--- config.mk ---
export PLATFORM = sky130hd
export DESIGN_NAME = rtc_timekeeper
export DESIGN_NICKNAME = d
export VERILOG_FILES = /design/src/rtl/rtc_timekeeper.sv
export SDC_FILE = /design/constraint.sdc
export NUM_CORES = 1
export LEC_CHECK = 0
export BUFFER_PORTS_ARGS = -buffer_cell sky130_fd_sc_hd__buf_2
export CAP_MARGIN = 20
export CELL_PAD_IN_SITES_DETAIL_PLACEMENT = 0
export CELL_PAD_IN_SITES_GLOBAL_PLACEMENT = 2
export CORE_UTILIZATION = 34
export DETAILED_ROUTE_END_ITERATION = 12
export HOLD_SLACK_MARGIN = 0.02
export PLACE_DENSITY_LB_ADDON = 0.1
export SETUP_SLACK_MARGIN = 0.2
export SLEW_MARGIN = 40
export SYNTH_ARGS = -nofsm -noshare
export SYNTH_HDL_FRONTEND = slang
export SYNTH_SLANG_ARGS = --single-unit
--- constraint.sdc ---
create_clock -name clk -period 2.69 [get_ports clk]
set_input_delay 0.269 -clock clk [delete_from_list [all_inputs] [get_ports clk]]
set_output_delay 0.269 -clock clk [all_outputs]
set_load 0.01 [all_outputs]
--- src/rtl/rtc_timekeeper.sv ---
// rtc_timekeeper: real-time clock core.
// A prescaler divides clk down to a one-second tick that advances a
// 24-hour HH:MM:SS time. The block also provides a range-checked time load
// port, an HH:MM alarm, a day-wrap pulse and a 12-hour display view of the hours.
module rtc_timekeeper #(
  parameter int TICKS_PER_SEC = 100_000_000
) (
  input  logic       clk,
  input  logic       rst,
  input  logic       run,
  input  logic       load,
  input  logic [4:0] ld_hrs,
  input  logic [5:0] ld_min,
  input  logic [5:0] ld_sec,
  input  logic       mode12,
  input  logic       alarm_en,
  input  logic [4:0] alm_hrs,
  input  logic [5:0] alm_min,
  output logic [5:0] sec,
  output logic [5:0] min,
  output logic [4:0] hrs,
  output logic [4:0] disp_hrs,
  output logic       pm,
  output logic       tick_1hz,
  output logic       day_wrap,
  output logic       alarm,
  output logic       load_err
);

  // The prescaler is at least one bit wide, so TICKS_PER_SEC = 1 still
  // builds. In that case it stays at zero and every running cycle is a tick.
  localparam int PW = (TICKS_PER_SEC > 1) ? $clog2(TICKS_PER_SEC) : 1;
  localparam logic [PW-1:0] PRESC_MAX = PW'(TICKS_PER_SEC - 1);

  logic [PW-1:0] presc;
  logic          sec_tick;
  logic          ld_valid;
  logic [5:0]    nxt_sec;
  logic [5:0]    nxt_min;
  logic [4:0]    nxt_hrs;
  logic          nxt_midnight;
  logic          alm_hit;

  assign sec_tick = run && (presc == PRESC_MAX);
  assign ld_valid = (ld_hrs < 5'd24) && (ld_min < 6'd60) && (ld_sec < 6'd60);

  // Compute the time one second ahead, with carries from seconds to minutes to hours.
  always_comb begin
    nxt_sec = sec;
    nxt_min = min;
    nxt_hrs = hrs;
    if (sec == 6'd59) begin
      nxt_sec = 6'd0;
      if (min == 6'd59) begin
        nxt_min = 6'd0;
        if (hrs == 5'd23) begin
          nxt_hrs = 5'd0;
        end else begin
          nxt_hrs = hrs + 5'd1;
        end
      end else begin
        nxt_min = min + 6'd1;
      end
    end else begin
      nxt_sec = sec + 6'd1;
    end
  end

  // The alarm matches against the advanced time. That time is always in
  // range, so an out-of-range alarm setting can never match.
  assign nxt_midnight = (nxt_hrs == 5'd0) && (nxt_min == 6'd0) && (nxt_sec == 6'd0);
  assign alm_hit      = alarm_en && (nxt_hrs == alm_hrs) && (nxt_min == alm_min) &&
                        (nxt_sec == 6'd0);

  // Prescaler, timekeeping, load handling and event pulses.
  // If a load and a tick fall on the same edge, the load wins and the tick is dropped.
  always_ff @(posedge clk or posedge rst) begin
    if (rst) begin
      presc    <= '0;
      sec      <= 6'd0;
      min      <= 6'd0;
      hrs      <= 5'd0;
      tick_1hz <= 1'b0;
      day_wrap <= 1'b0;
      alarm    <= 1'b0;
      load_err <= 1'b0;
    end else begin
      tick_1hz <= 1'b0;
      day_wrap <= 1'b0;
      alarm    <= 1'b0;
      if (load) begin
        if (ld_valid) begin
          sec      <= ld_sec;
          min      <= ld_min;
          hrs      <= ld_hrs;
          presc    <= '0;
          load_err <= 1'b0;
        end else begin
          load_err <= 1'b1;
        end
      end else if (sec_tick) begin
        presc    <= '0;
        sec      <= nxt_sec;
        min      <= nxt_min;
        hrs      <= nxt_hrs;
        tick_1hz <= 1'b1;
        day_wrap <= nxt_midnight;
        alarm    <= alm_hit;
      end else if (run) begin
        presc <= presc + PW'(1);
      end
    end
  end

  // 12-hour view derived from the registered 24-hour hours:
  // hour 0 shows as 12, and hours 13..23 show as 1..11.
  always_comb begin
    disp_hrs = hrs;
    pm       = 1'b0;
    if (mode12) begin
      pm = (hrs >= 5'd12);
      if (hrs == 5'd0) begin
        disp_hrs = 5'd12;
      end else if (hrs > 5'd12) begin
        disp_hrs = hrs - 5'd12;
      end
    end
  end

endmodule

# ---- Word-level counts from Yosys, hierarchy flattened
# Cells that the tools add are included.
dict set report op_classes {
  n_addsub 5
  magnitude_cmp 5
  n_eq_ne 7
  n_mux 30
  reduce_logical 16
}
# cell count
set ops {}
lappend ops {{$mux 27} 4}
lappend ops {{$mux 6} 9}
lappend ops {{$mux 5} 9}
lappend ops {{$add 27x1->27 const B} 1}
lappend ops {{$eq 27x27->1 const B} 1}
lappend ops {{$add 6x1->6 const B} 2}
lappend ops {{$eq 6x6->1 const B} 2}
lappend ops {{$logic_not 6->1} 2}
lappend ops {{$lt 6x6->1 const B} 2}
lappend ops {{$logic_not 5->1} 2}
lappend ops {{$logic_and 1x1->1} 8}
lappend ops {{$mux 1} 8}
lappend ops {{$eq 6x6->1} 1}
lappend ops {{$add 5x1->5 const B} 1}
lappend ops {{$eq 5x5->1} 1}
lappend ops {{$eq 5x5->1 const B} 1}
lappend ops {{$ge 5x4->1 const B} 1}
lappend ops {{$gt 5x4->1 const B} 1}
lappend ops {{$lt 5x5->1 const B} 1}
lappend ops {{$sub 5x4->5 const B} 1}
lappend ops {{$reduce_and 2->1} 2}
lappend ops {{$reduce_bool 3->1} 1}
lappend ops {{$ne 2x1->1 const B} 1}
lappend ops {{$reduce_bool 2->1} 1}
dict set report totals {
  regBits 48
  in_bits 34
  out_inout_bits 27
}

# ---- Longest topological paths before layout
dict set report depth {
  ltp_word 10
  depth_mapped 9
  ltp_nobuf 8
}

# ---- Least setup slack after synthesis
# Ideal clock, no wire load.
dict set report synth_path {
  path_type {flip-flop to flip-flop}
  start {register min[0]}
  end {register alarm}
  arrival_time_ns 2.127
  required_ns 2.589
  setup_slack_ns 0.462
  path_stages_with_launch 9
  path_cell_list {dfrtp_1 ha_1 nand2_1 or4_1 clkbuf_1 nor2_1 xnor2_1 o211ai_1 nor4_1}
}
dict set report synth_between {
  elab_chain_len 9
}
# item line_no
set synth_lines {}
lappend synth_lines {{start, declared} 20} ;# output logic [5:0] min,
lappend synth_lines {{start signal, assigned} 94} ;# min <= ld_min;
lappend synth_lines {{start signal, assigned} 104} ;# min <= nxt_min;
lappend synth_lines {{branches (longest 5 deep; another with $add 6x1->6)} --}
lappend synth_lines {{$logic_and 1x1->1 * (2 in a row)} 72} ;# assign alm_hit = alarm_en && (nxt_hrs == alm_hrs) && (nxt_min == alm_min) &&
lappend synth_lines {{$mux 1 *} 101} ;# end else if (sec_tick) begin
lappend synth_lines {{$mux 1 *} 91} ;# if (load) begin
lappend synth_lines {{end signal, assigned} 108} ;# alarm <= alm_hit;
lappend synth_lines {{end, declared} 26} ;# output logic alarm,
# Mark *: on every way between the ends.
# A chain may end at the register's enable or synchronous reset.

# ---- Final worst setup path
dict set report layout_path {
  start {register sec[0]}
  end {register alarm}
}
dict set report layout_between {
  elab_chain_len 8
}
# item line_no
set layout_lines {}
lappend layout_lines {{start, declared} 19} ;# output logic [5:0] sec,
lappend layout_lines {{start signal, assigned} 93} ;# sec <= ld_sec;
lappend layout_lines {{start signal, assigned} 103} ;# sec <= nxt_sec;
lappend layout_lines {{branches (longest 5 deep; another with $add 6x1->6)} --}
lappend layout_lines {{$logic_and 1x1->1 *} 72}
lappend layout_lines {{$mux 1 *} 101}
lappend layout_lines {{$mux 1 *} 91}
# Marked as above.

==> reports/summary.txt <==
Hold/Removal Path Class = in -> reg
Syn Std Cell Area = 0.00355 mm^2
num rows = 36
total area of sequential cells = 0.00120 mm^2
Detail Placement HPWL = 7.89 mm
Residual DRC = 0
CP Launch Type = flop
part of the Yosys area used for sequential elements = 0.338
Die Area = 0.0109 mm^2
most common cell after layout, fill and taps aside = sky130_fd_sc_hd__buf_2
CTS H-tree lvls = 2
root buffer cell = sky130_fd_sc_hd__clkbuf_8
Max Cap Violations = 0
first-pass GRT wire length = 17.2 mm
share of the clock period used by the worst path = 0.898
Die Ht = 104 um
total routing usage reported by global routing = 0.197
actual transition at the worst max-transition pin = 0.653 ns
Max Transition Viols Final = 0
count of flip-flops with a built-in enable after synthesis = 0
Relative slew margins = 0.562
worst path arrival time = 2.62 ns
Die X-Extent = 104 um
DRT Wirelength = 10.4 mm
iteration count of the initial detailed-routing pass = 5
critical path data required time = 2.90 ns
Worst Setup Path Type = reg -> reg
worst-path maximum fanout = 9
clock buffers created by TritonCTS = 5
number of port buffers = 60
final hold violation count = 0
placement-stage worst setup slack = 0.134 ns
Synth cell types = 66
number of DRC markers in iteration 0 = 199
antenna fix cells = 0
clock tree from TritonCTS = yes
outcome = finished, final reports clean
io pins = 61
pin count of the biggest net entering global routing = 39
starting utilization of the core area = 0.357
total via count in the routed design = 3334
average cell area after synthesis = 8.48 um^2
Top FF cell, synth = sky130_fd_sc_hd__dfrtp_1
RePlAce Congestion = 0.837
RSZ-0062 raised after global routing = yes
core area = 0.00995 mm^2
Finish-stage setup viols = 0
number of nets in the synthesized netlist = 461
Worst-Skew Late Latency = 0.30 ns
NumNets Final = 523
post-layout worst setup margin = 0.274 ns
Final Instance Area = 0.00415 mm^2
area occupied by multi-input gates = 0.00221 mm^2
static leakage = 1.81 nW
maximum clock frequency = 414 MHz
DR vias/cell = 5.43
fillcell total = 1026
Bufs on Longest Clock Path = 2
register bit count reported by yosys = 48
Placement Cell Area = 0.00403 mm^2
post-layout util = 0.417
average detailed-routed wire length per instance = 16.9 um
post-route antenna net violation count = 0
number of warnings issued by yosys = 0
synthesized netlist cell count = 419
global route total overflow = 0
number of clock sinks = 48
fraction of registers with async set or reset after synthesis = 1.00
Worst Setup End Kind = flop
clock-pin slew reported for the worst setup and hold paths after clock tree synthesis = 0.09 ns
time the final worst path needs with I/O delays and setup = 2.42 ns
highest-count cells in the layout ignoring fill and taps = 60 x sky130_fd_sc_hd__buf_2, 48 x sky130_fd_sc_hd__dfrtp_1, 39 x sky130_fd_sc_hd__nand2_1
final worst clock skew = 0.00952 ns
Worst IR Drop VDD = 0.000232 V
setup total negative slack = 0 ns
pwr/cell area = 473 mW/mm^2
antenna violations before repair = 0
ratio of cells with drive above 1 in the final layout = 0.233
number of global-route vias before repair = 3278
synth-to-layout area growth = 16.9%
## synthesized netlist by cell type (2+ instances only)
library cell                n  area share
sky130_fd_sc_hd__mux2i_1    7       0.020
sky130_fd_sc_hd__o31ai_1    3      0.0063
sky130_fd_sc_hd__a31o_2     2      0.0049
sky130_fd_sc_hd__a21boi_0   2      0.0042
sky130_fd_sc_hd__nor3b_1    6       0.013
sky130_fd_sc_hd__nor3_2     2      0.0056
sky130_fd_sc_hd__o31a_1     3      0.0074
sky130_fd_sc_hd__inv_1     14       0.015
sky130_fd_sc_hd__nor4_4     2       0.012
sky130_fd_sc_hd__a21o_1     2      0.0042
sky130_fd_sc_hd__ha_1       8       0.028
sky130_fd_sc_hd__a32oi_1    4      0.0099
sky130_fd_sc_hd__a22oi_1    5       0.011
sky130_fd_sc_hd__nor4_1     3      0.0053
sky130_fd_sc_hd__dfrtp_1   48        0.34
sky130_fd_sc_hd__buf_2      5      0.0070
sky130_fd_sc_hd__and2_1     4      0.0070
sky130_fd_sc_hd__nand3_1   16       0.023
sky130_fd_sc_hd__nand2_1   40       0.042
sky130_fd_sc_hd__nor2b_1    9       0.016
sky130_fd_sc_hd__nor2_1    33       0.035
sky130_fd_sc_hd__or3_1      4      0.0070
sky130_fd_sc_hd__xnor2_1   11       0.027
sky130_fd_sc_hd__or2_2      3      0.0053
sky130_fd_sc_hd__o211ai_1   7       0.015
sky130_fd_sc_hd__o22ai_1    2      0.0035
sky130_fd_sc_hd__a21oi_1   17       0.024
sky130_fd_sc_hd__xor2_1    19       0.047
sky130_fd_sc_hd__nand2b_1   4      0.0070
sky130_fd_sc_hd__and4_1     4      0.0099
sky130_fd_sc_hd__clkbuf_1  16       0.017
sky130_fd_sc_hd__and3_1    15       0.026
sky130_fd_sc_hd__a22o_1     3      0.0074
sky130_fd_sc_hd__a41oi_1    2      0.0049
sky130_fd_sc_hd__a31oi_1    8       0.014
sky130_fd_sc_hd__nand4_1   12       0.021
sky130_fd_sc_hd__mux2_2     4       0.013
sky130_fd_sc_hd__nor3_1     8       0.011
sky130_fd_sc_hd__o21ai_0   32       0.045
sky130_fd_sc_hd__o221ai_1   2      0.0049
sky130_fd_sc_hd__nand3b_1   3      0.0063
## area by class of cell
type | count | share of cell area
clock buffers | 6 | 0.0175
clock inverters | 1 | 0.00120
inverters | 14 | 0.0127
multi-input cells | 333 | 0.532
flip-flops and latches | 48 | 0.289
well taps | 133 | 0.0401
repair buffers | 79 | 0.107
## per-layer routing
| layer | up-vias | part of all wire | GRT usage |
|---|---|---|---|
| met1 | 1601 | 0.47 | 0.268 |
| met5 | - | 0 | 0 |
| met3 | 14 | 0.030 | 0.0269 |
| li1 | 1654 | - | - |
| met2 | 65 | 0.48 | 0.328 |
| met4 | 0 | 0.018 | 0.0531 |
## critical path: stages (launching register included)
cell                       delay [ns]
sky130_fd_sc_hd__dfrtp_1         0.42
sky130_fd_sc_hd__ha_1            0.33
sky130_fd_sc_hd__nand2b_1        0.29
sky130_fd_sc_hd__or4_4           0.63
sky130_fd_sc_hd__nor2_1          0.16
sky130_fd_sc_hd__xnor2_1         0.13
sky130_fd_sc_hd__o211ai_1        0.10
sky130_fd_sc_hd__nor4_1          0.27
## sequential cells by signal, indices dropped and copies added (netlist names)
| signal | count |
|---|---|
| presc | 27 |
| min | 6 |
| sec | 6 |
| hrs | 5 |
| alarm | 1 |
| day_wrap | 1 |
| load_err | 1 |
| tick_1hz | 1 |
## report_power, final
group          internal, mW  switching, mW
logic                 0.282          0.396
clock network         0.177          0.238
registers             0.775         0.0964
## stage by stage
step / hold slack (ns) / total power [mW] / cells
floorplan: 0.442 / 1.30 / 419
global placement: 0.207 / 1.56 / 604
detailed placement: 0.212 / 1.56 / 604
CTS: 0.257 / 1.99 / 612
global route: 0.289 / 2.09 / 614
finish: 0.261 / 1.96 / 614
## what timing repair did
action / in CTS / in global routing
endpoints found under the setup margin: 3 / 11
resized for setup: 4 / 3
endpoints found under the hold margin: 10 / 0
hold buffers: 1 / 0
setup buffers: 0 / 2
pin swaps: 0 / 1
## cells by family after synthesis
logic type	Yosys count	share of synthesized area
buf+inv	38	0.0454
xor+xnor	30	0.0739
compound gates	107	0.202
flops	48	0.338
mux	11	0.0324
simple gates	177	0.280
fa+ha+maj	8	0.0282
## final timing paths
check,from,end,slack [ns],cells past startpoint
max reg2reg,sec[0]$_DFFE_PP0P_,alarm$_DFF_PP0_,0.27,7
min,ld_sec[0],sec[0]$_DFFE_PP0P_,0.26,3
max in group asynchronous,rst,presc[24]$_DFFE_PP0P_,1.48,4
max,sec[0]$_DFFE_PP0P_,alarm$_DFF_PP0_,0.27,7
min reg2reg,presc[24]$_DFFE_PP0P_,presc[24]$_DFFE_PP0P_,0.50,1
min in group asynchronous,rst,sec[2]$_DFFE_PP0P_,0.43,3
No activity file was read; power rests on OpenSTA's default activity.
